`src/rtl/connection_transmitter_master.sv`:
```
// UART-to-APB bridge return path: turns each completed APB transfer into a
// status byte (plus prdata bytes, MSB first, for reads) handed to the UART TX.
module connection_transmitter_master #(
  parameter logic [3:0] HDR        = 4'hA,
  parameter int         DATA_BYTES = 4
) (
  input  logic        clk,
  input  logic        rst,
  input  logic        rsp_valid,
  input  logic        rsp_write,
  input  logic        rsp_err,
  input  logic [31:0] rsp_rdata,
  input  logic        tx_busy,
  output logic        tx_start,
  output logic [7:0]  tx_byte,
  output logic        busy,
  output logic        frame_done,
  output logic        overflow
);

  typedef enum logic [1:0] {IDLE, SEND, ACK, DRAIN} state_t;

  localparam logic [2:0] READ_LEN = 3'(DATA_BYTES + 1);

  state_t      state;
  logic [39:0] shreg;   // {status, rdata}; the byte on deck is always [39:32]
  logic [2:0]  count;
  logic [2:0]  length;

  assign busy = (state != IDLE);

  always_ff @(posedge clk or posedge rst) begin
    if (rst) begin
      state      <= IDLE;
      tx_start   <= 1'b0;
      tx_byte    <= 8'h00;
      frame_done <= 1'b0;
      overflow   <= 1'b0;
      shreg      <= '0;
      count      <= '0;
      length     <= '0;
    end else begin
      tx_start   <= 1'b0;
      frame_done <= 1'b0;
      // Only one response in flight; anything arriving outside IDLE is lost.
      if (rsp_valid && state != IDLE)
        overflow <= 1'b1;
      case (state)
        IDLE: begin
          if (rsp_valid) begin
            shreg  <= {HDR, 2'b00, rsp_err, rsp_write, rsp_rdata};
            length <= rsp_write ? 3'd1 : READ_LEN;
            count  <= '0;
            state  <= SEND;
          end
        end
        SEND: begin
          if (!tx_busy) begin
            tx_start <= 1'b1;
            tx_byte  <= shreg[39:32];
            shreg    <= {shreg[31:0], 8'h00};
            state    <= ACK;
          end
        end
        ACK: begin
          if (tx_busy)
            state <= DRAIN;
        end
        DRAIN: begin
          if (!tx_busy) begin
            count <= count + 3'd1;
            if (count + 3'd1 == length) begin
              state      <= IDLE;
              frame_done <= 1'b1;
            end else begin
              state <= SEND;
            end
          end
        end
        default: state <= IDLE;
      endcase
    end
  end

endmodule

```
`config.mk`:
```
export PLATFORM = sky130hd
export DESIGN_NAME = connection_transmitter_master
export DESIGN_NICKNAME = d
export VERILOG_FILES = /design/src/rtl/connection_transmitter_master.sv
export SDC_FILE = /design/constraint.sdc
export NUM_CORES = 1
export LEC_CHECK = 0
export CAP_MARGIN = 20
export CORE_MARGIN = 2
export CORE_UTILIZATION = 55
export CTS_CLUSTER_SIZE = 8
export DETAILED_ROUTE_END_ITERATION = 6
export PLACE_DENSITY = 0.8
export SLEW_MARGIN = 15
export SYNTH_ARGS = -nofsm -noshare
export SYNTH_HDL_FRONTEND = slang
export SYNTH_SLANG_ARGS = --single-unit
```
`constraint.sdc`:
```
create_clock -name clk -period 5.74 [get_ports clk]
set_input_delay 1.722 -clock clk [delete_from_list [all_inputs] [get_ports clk]]
set_output_delay 1.722 -clock clk [all_outputs]
set_load 0.02 [all_outputs]
```
==> run summary, run 1 <==
After detailed routing, the number of remaining DRC violations is 0. The overall die height is 72.1 um, and the global routing usage on met1 is 27.6%. The logs give 0 for the number of post-CTS setup repair buffers and 0 for the number of nets with antenna violations after detailed routing. The total area inside the core boundary comes to 4410 um^2. Max-cap violations in this run came to 0.

The most heavily used metal layer in global routing was met2. For this design the top-level I/O count stands at 50. The run gives 1719 as the via count of the first global-routing pass. The total wire length was 4.58 mm.

STA classifies the critical path endpoint as a primary output. The critical path arrival is 1.88 ns. The critical path depth in cells was 4; the count of H-tree levels built during CTS was 3. The number of nets in the synthesized netlist was 260. Setup repair after global routing left no endpoint under its margin.

The antenna diode count is 0. Of all nets on the critical path, the largest fanout is 7. For the post-synthesis cell type count, the log shows 24.

The root buffer cell chosen for the clock tree is clkbuf_8. The count of buffering cells on the critical path with inverters included came out at 3. Post-cts sizing count: 0.

Yosys warning count: 0. For the pin with the worst max-slew slack, the measured transition is 0.924 ns. The floorplan has 24 rows.

The signal on the critical path passes through inv_1 -> ha_1 -> inv_1 -> clkdlybuf4s50_1. The top cell family by delay on the critical path was buffers and inverters. For the total placed cells including tap cells, the log shows 309. Using the TritonRoute via totals, the vias-per-cell ratio works out to 5.47. The tools report the detailed router's first-iteration violation count as 103. The mean cell area of the mapped netlist works out to 11.8 um^2. After synthesis the netlist holds a flip-flop and latch count of 58.

The kind of critical path was flip-flop to primary output. Setup total negative slack on the finished layout was measured at 0 ns. Summed over all nets, the half-perimeter wirelength after detailed placement is 3.12 mm. On the critical path, the stage with the largest delay is an instance of clkdlybuf4s50_1. The clock passes through at most 2 buffers. The run gives 0 as the number of endpoints with negative hold slack in the final report.

The largest net degree at the start of global routing is 65. Static timing analysis puts the maximum clock frequency at 278 MHz. The depth of the worst hold-timing path is 1. The logs give 325 for the number of standard cells in the layout, taps in and fillers out and 0 for the number of antenna violations at the first check in global routing. The run gives 0 as the setup-violating endpoint count in the final report. The run finished with clean final reports. IR analysis of the VDD net gives a maximum drop of 0.338 mV.

In this design, the critical path's most frequently occurring cell is inv_1. Clock-pin slew was measured on the worst setup and hold paths at 0.06 ns. After synthesis, the largest area contributor takes up 56.9% of total cell area.

Clock skew on the completed layout was measured at 0.00479 ns. The total leakage power came out at 1.48 nW. The final number of max-transition violations was 0; the total power was 1.82 mW. The fraction of final layout cells sized beyond drive strength 1 was 11.4%.

Counting I/O delays and the setup requirement, the final critical path takes 3.60 ns. The launching element type of the critical path is a flip-flop. The run gives 56.9% as the share of the yosys chip area belonging to registers. The number of clock buffers added by TritonCTS is 9. The min-delay analysis places its worst path in the category flip-flop to flip-flop. The required time of the worst setup path came out at 4.02 ns. Number of buffer cells added on primary ports: 49.

For the final core area utilization, the log shows 74.7%. For this design, the CTS-stage hold fixing added 0 buffers. The die covers 5200 um^2. TritonCTS built the clock tree.

In this run the power density over the cells is 552 nW/um^2. Relative to the synthesized area, the layout overhead comes to 29.2%. The final critical path takes up 62.7% of the cycle. After detailed routing, the average wire length per cell comes to 14.1 um.

On the worst path, the slowest cell contributes a delay of 0.54 ns. The pre-antenna-repair detailed-routing pass consisted of 4 iterations. Headroom to the max-slew limit came out at 38.4%. The total overflow left after global routing is 0. Synthesis produced 216 cells. The post-synthesis cell type with the largest combined area is dfrtp_1. The initial core utilization is 57.8%, and the final net count is 312.

For this run, global-route usage on met3 was measured as 7.36%. For the detailed-route via count, the log shows 1778. The number of fill cells in the layout was 314. The horizontal extent of the die was 72.1 um. The placer's final routability congestion estimate is 0.765, and the depth of the most critical reg-to-reg path is 6. In the global route stage, overall resource usage came out at 20.3%. For the clock sink count, the log shows 58. The tools report the met2 usage in global routing as 29.6%. After synthesis the cells add up to 2550 um^2. After synthesis, the cell types taking the most area are dfrtp_1, mux2i_1, o21ai_0, a22o_1, mux2_2. The tools report the wire length of the first global-routing pass as 7.89 mm. Insertion delay to the later sink of the worst-skew pair: 0.34 ns.
==> synthesized netlist by cell type <==
library cell / count
ha_1: 6
and2b_2: 1
nor3_1: 2
nand3_1: 1
a22oi_1: 1
o21bai_1: 1
o32a_1: 2
xnor2_1: 3
o21ai_0: 30
buf_4: 3
mux2i_1: 26
a22o_1: 16
nor2_1: 4
o211ai_2: 1
clkbuf_1: 2
mux2_2: 10
inv_1: 5
buf_2: 5
nand2_1: 29
nand2b_1: 6
a21o_1: 2
dfrtp_1: 58
o31ai_1: 1
nor4_1: 1
==> cell usage in the layout, fill, tap and decap left out, types with 5 or more instances in the layout <==
master,Yosys,layout
a22o_1,16,16
clkbuf_8,0,10
clkdlybuf4s50_1,0,49
dfrtp_1,58,58
ha_1,6,5
mux2_2,10,10
mux2i_1,26,26
nand2_1,29,29
nand2b_1,6,6
o21ai_0,30,30
==> worst paths after layout <==
kind | from | endpoint | slack (ns)
setup / recovery | state[0] | busy | 2.14
min in group asynchronous | rst | frame_done | 1.90
max in group asynchronous | rst | shreg[4] | 3.38
setup reg to reg | state[1] | shreg[16] | 3.19
hold / removal | overflow | overflow | 0.45
hold reg to reg | overflow | overflow | 0.45
==> report_power, final <==
group | leakage [nW] | switching, mW | internal [mW]
Sequential | 0.728 | 0.0962 | 0.584
Clock | 0.109 | 0.154 | 0.255
Combinational | 0.646 | 0.394 | 0.339
Total | 1.48 | 0.645 | 1.18
==> per-layer routing <==
layer  part of all wire [%]  vias to the layer above
li1                       -                      869
met1                     45                      841
met2                     47                       53
met3                    5.6                       15
met4                    2.7                        0
met5                      0                        -
==> sequential cells by signal (all words and copies together), names as in the netlist <==
| name | count |
|---|---|
| shreg | 40 |
| tx_byte | 8 |
| count | 3 |
| length | 2 |
| state | 2 |
| frame_done | 1 |
| overflow | 1 |
| tx_start | 1 |
==> layout make-up <==
cell class                      instances  area [um^2]  share of cell area, %
Clock inverter                          5         77.6                   2.35
Tap cell                               52         65.1                   1.97
Multi-Input combinational cell        143         1040                   31.5
Clock buffer                           11          141                   4.29
Sequential cell                        58         1450                   44.0
Inverter                                5         18.8                  0.569
Timing Repair Buffer                   51          505                   15.3
==> logic make-up after synthesis <==
logic type                 count (synthesis)  synth area share [%]
DFF                                       58                  56.9
AOI/OAI and AO/OA                         54                  14.1
and+or+nand+nor                           44                  7.50
muxes                                     36                  14.6
buffers and inverters                     15                  2.89
adders and majority gates                  6                  2.94
xor gates and xnor gates                   3                  1.03
==> stage by stage <==
stage               area (um^2)  hold slack (ns)  setup slack, ns
finish                     3300            0.455             2.14
global route               3300            0.488             2.01
CTS                        3300            0.464             2.12
detailed placement         3080            0.450             2.31
global placement           3080            0.436             2.36
floorplan                  2550            0.446             2.59
(Power assumes the default switching activity.)
==> inputs of run 2 (changes only) <==
--- a/config.mk
+++ b/config.mk
@@ -7,10 +7,10 @@
 export LEC_CHECK = 0
 export CAP_MARGIN = 20
 export CORE_MARGIN = 2
-export CORE_UTILIZATION = 55
+export CORE_UTILIZATION = 46
 export CTS_CLUSTER_SIZE = 8
 export DETAILED_ROUTE_END_ITERATION = 6
-export PLACE_DENSITY = 0.8
+export PLACE_DENSITY = 0.71
 export SLEW_MARGIN = 15
 export SYNTH_ARGS = -nofsm -noshare
 export SYNTH_HDL_FRONTEND = slang
==> constraint.sdc (replaced) <==
create_clock -name clk -period 3 [get_ports clk]
set_input_delay 0.9 -clock clk [delete_from_list [all_inputs] [get_ports clk]]
set_output_delay 0.9 -clock clk [all_outputs]
set_load 0.02 [all_outputs]
==> run 2 against run 1 <==
  * Die area rose by 18%
  * Sequential power rose by 91%
  * Worst hold slack improved by 0.0023 ns
  * Sequential share of layout area fell by 0.69 points
  * Utilization fell by 13 points
  * Via count fell by 1.3%
  * Flip-flop and latch count did not move
  * Routed wire length rose by 2.9%
  * Critical path type unchanged
  * Non-clock buffer count rose by 2
  * Power rose by 93%
==> run summary, run 2 (synthesis results as in run 1) <==
The flow ran to the end, and the final reports show no timing, DRC or antenna violations. The tools report the antenna diode count as 0 (unchanged). Total leakage power: 1.50 nW (+0.96%).

Leaving out fill and tap cells, the most frequent cell in the layout is dfrtp_1. The final net count was 314 (+0.64%); the final sum of negative setup slack was 0 ns (unchanged). The wire length of the first global-routing pass is 8.02 mm (+1.6%), and the setup-violating endpoint count in the final report is 0 (unchanged). Following the worst setup path forward leads to its endpoint at busy. Based on the critical path, the design can be clocked at up to 361 MHz.

The routed wirelength normalized by instance count works out to 13.6 um (-3.6%). The detailed-route via count was 1754 (-1.3%); the minimum clock period after layout was 2.77 ns. The horizontal extent of the die was 78.5 um (+8.8%). The clock sink count came out at 58 (unchanged). The tools report the insertion delay to the later sink of the worst-skew pair as 0.33 ns (about the same). The first-pass iteration count of the detailed router was 4 (unchanged). Worst-margin pin slew: 0.592 ns (-0.332 ns).

TritonCTS built the clock tree. The logs give 331 (+7.1%) for the total placed cells including tap cells and 0 (unchanged) for the DRC violations left. The worst clock skew on the final layout is 0.00727 ns (+0.00248 ns), and the summed area of non-filler cells in the final layout is 3350 um^2 (+1.6%).

The area growth from synthesis to layout is 31.3%. The total power density per cell area came out at 1050 nW/um^2 (+90%). The number of nets with antenna violations after detailed routing is 0 (unchanged). The overall track demand over capacity in global routing is 17.0% (-3.3 points).

Hold buffer count at cts: 0 (unchanged). Cell at the root of the clock tree: clkbuf_8. The launch point of the worst hold path is overflow.

The logs give 2 (unchanged) for the maximum count of clock buffers along a single path and 1694 (-1.5%) for the via count of the first global-routing pass. The logs give 0 (unchanged) for the number of antenna violations at the first check in global routing and 60.3% (+22 points) for the worst relative slew slack. The run gives 0 (unchanged) as the remaining global-route overflow.

The largest registers in the layout are shreg x40, tx_byte x8, count x3. shreg holds more flip-flops than any other register. The tightest min-delay check is of the flip-flop to flip-flop type. The initial core utilization is 46.9% (-11 points). The logs give 4.71 mm (+2.9%) for the total wire length and 347 (+6.8%) for the number of standard cells in the layout, taps in and fillers out.

The total number of placement rows came out at 27 (+13%). Worst flop-to-flop path startpoint: state[1]. For the largest net degree at the start of global routing, the log shows 34 (-48%). The final clock period utilization by the worst path was 92.4%. The overall die height is 78.5 um (+8.8%). The tools report the worst flop-to-flop path endpoint as state[1]. The launching element type of the critical path was a flip-flop.

The worst setup path is captured at a primary output. The post-cts sizing count was 0 (unchanged). The setup slack on the worst flop-to-flop path is 0.93 ns (-2.26 ns). The half-perimeter wire length after detailed placement came out at 3.30 mm (+5.6%). Instance area after placement: 3130 um^2 (+1.7%). The I/O pin total came out at 50 (unchanged). The hold slack came out at 0.457 ns (+0.00234 ns). Setup repair after global routing left no endpoint under its margin. The number of post-CTS setup repair buffers was 0 (unchanged); the fraction of final layout cells sized beyond drive strength 1 was 12.0% (+0.64 points). The number of fill cells in the layout is 443 (+41%), and the required time of the worst setup path is 2.10 ns (-1.92 ns). The clock slew at the register clock pins of the worst setup and hold paths was 0.06 ns (about the same); the total power was 3.52 mW (+93%). For the placer's final routability congestion estimate, the log shows 0.732 (-4.3%). The flip-flop count of the largest register after layout is 40 (unchanged), and the CTS buffer count is 9 (unchanged).

The worst setup path is of the flip-flop to primary output kind. The critical path arrival was 1.87 ns (about the same); the count of max-cap constraint violations was 0 (unchanged). The logs give 125 (+21%) for the detailed router's first-iteration violation count and 0 (unchanged) for the number of endpoints with negative hold slack in the final report. The number of buffer cells added on primary ports was 49 (unchanged). The tools report the die outline area as 6160 um^2 (+18%). The final number of max-transition violations is 0 (unchanged), and the core box area is 5440 um^2 (+23%). The tools report the startpoint of the most critical setup path as state[0].

The number of vias per cell was 5.05 (-7.6%); the worst ir drop on vdd was 0.578 mV (+71%). In the layout the commonest cells are dfrtp_1, clkdlybuf4s50_1, o21ai_0, nand2_1, mux2i_1. The count of H-tree levels built during CTS was 3 (unchanged). The maximum fanout along the worst path was 7 (unchanged). The depth of the most critical reg-to-reg path came out at 6 (unchanged).
[run 2: cell types whose count changed in the layout (fill, tap and decap cells not counted)]
cell,change
buf_4,+1
buf_12,+1
[run 2: how the worst min path moves through the flow]
| stage | endpoint | slack [ns] | cells past startpoint |
|---|---|---|---|
| 3_3_place_gp | overflow | 0.44 | 1 |
| 2_1_floorplan | shreg[32] | 0.45 | 2 |
| 4_1_cts | overflow | 0.47 | 1 |
| 6_report | overflow | 0.46 | 1 |
| 5_1_grt | overflow | 0.49 | 1 |
| 3_5_place_dp | overflow | 0.45 | 1 |
[run 2: metrics by stage]
stage	util, %	setup WS, ns
2_1_floorplan	-	0.672
3_3_place_gp	57.6	0.494
3_5_place_dp	57.6	0.431
4_1_cts	61.6	0.212
5_1_grt	61.6	0.116
6_report	61.6	0.227
[run 2: final cells by class]
type                    instances  area, um^2  area share [%]
repair buffers                 53         533            15.9
clock buffers                  11         141            4.22
well taps                      72        90.1            2.69
clock inverters                 5        77.6            2.32
flip-flops and latches         58        1450            43.3
multi-input cells             143        1040            31.0
inverters                       5        18.8           0.560
[run 2: critical path, cell delays in order (launching register included)]
cell and delay (ns):
dfrtp_1 0.40, inv_1 0.15, ha_1 0.34, inv_1 0.10, clkdlybuf4s50_1 0.55
[run 2: routing by layer]
metal,global-route usage [%],wire length [um]
met5,0,0
met4,10.0,106
met3,3.33,207
met2,25.7,2140
met1,23.0,2250
[run 2: report_power, final]
part           internal, mW  switching, mW  leakage (nW)
sequential             1.12          0.180         0.728
clock                 0.487          0.305         0.109
combinational         0.667          0.761         0.660
total                  2.27           1.25          1.50
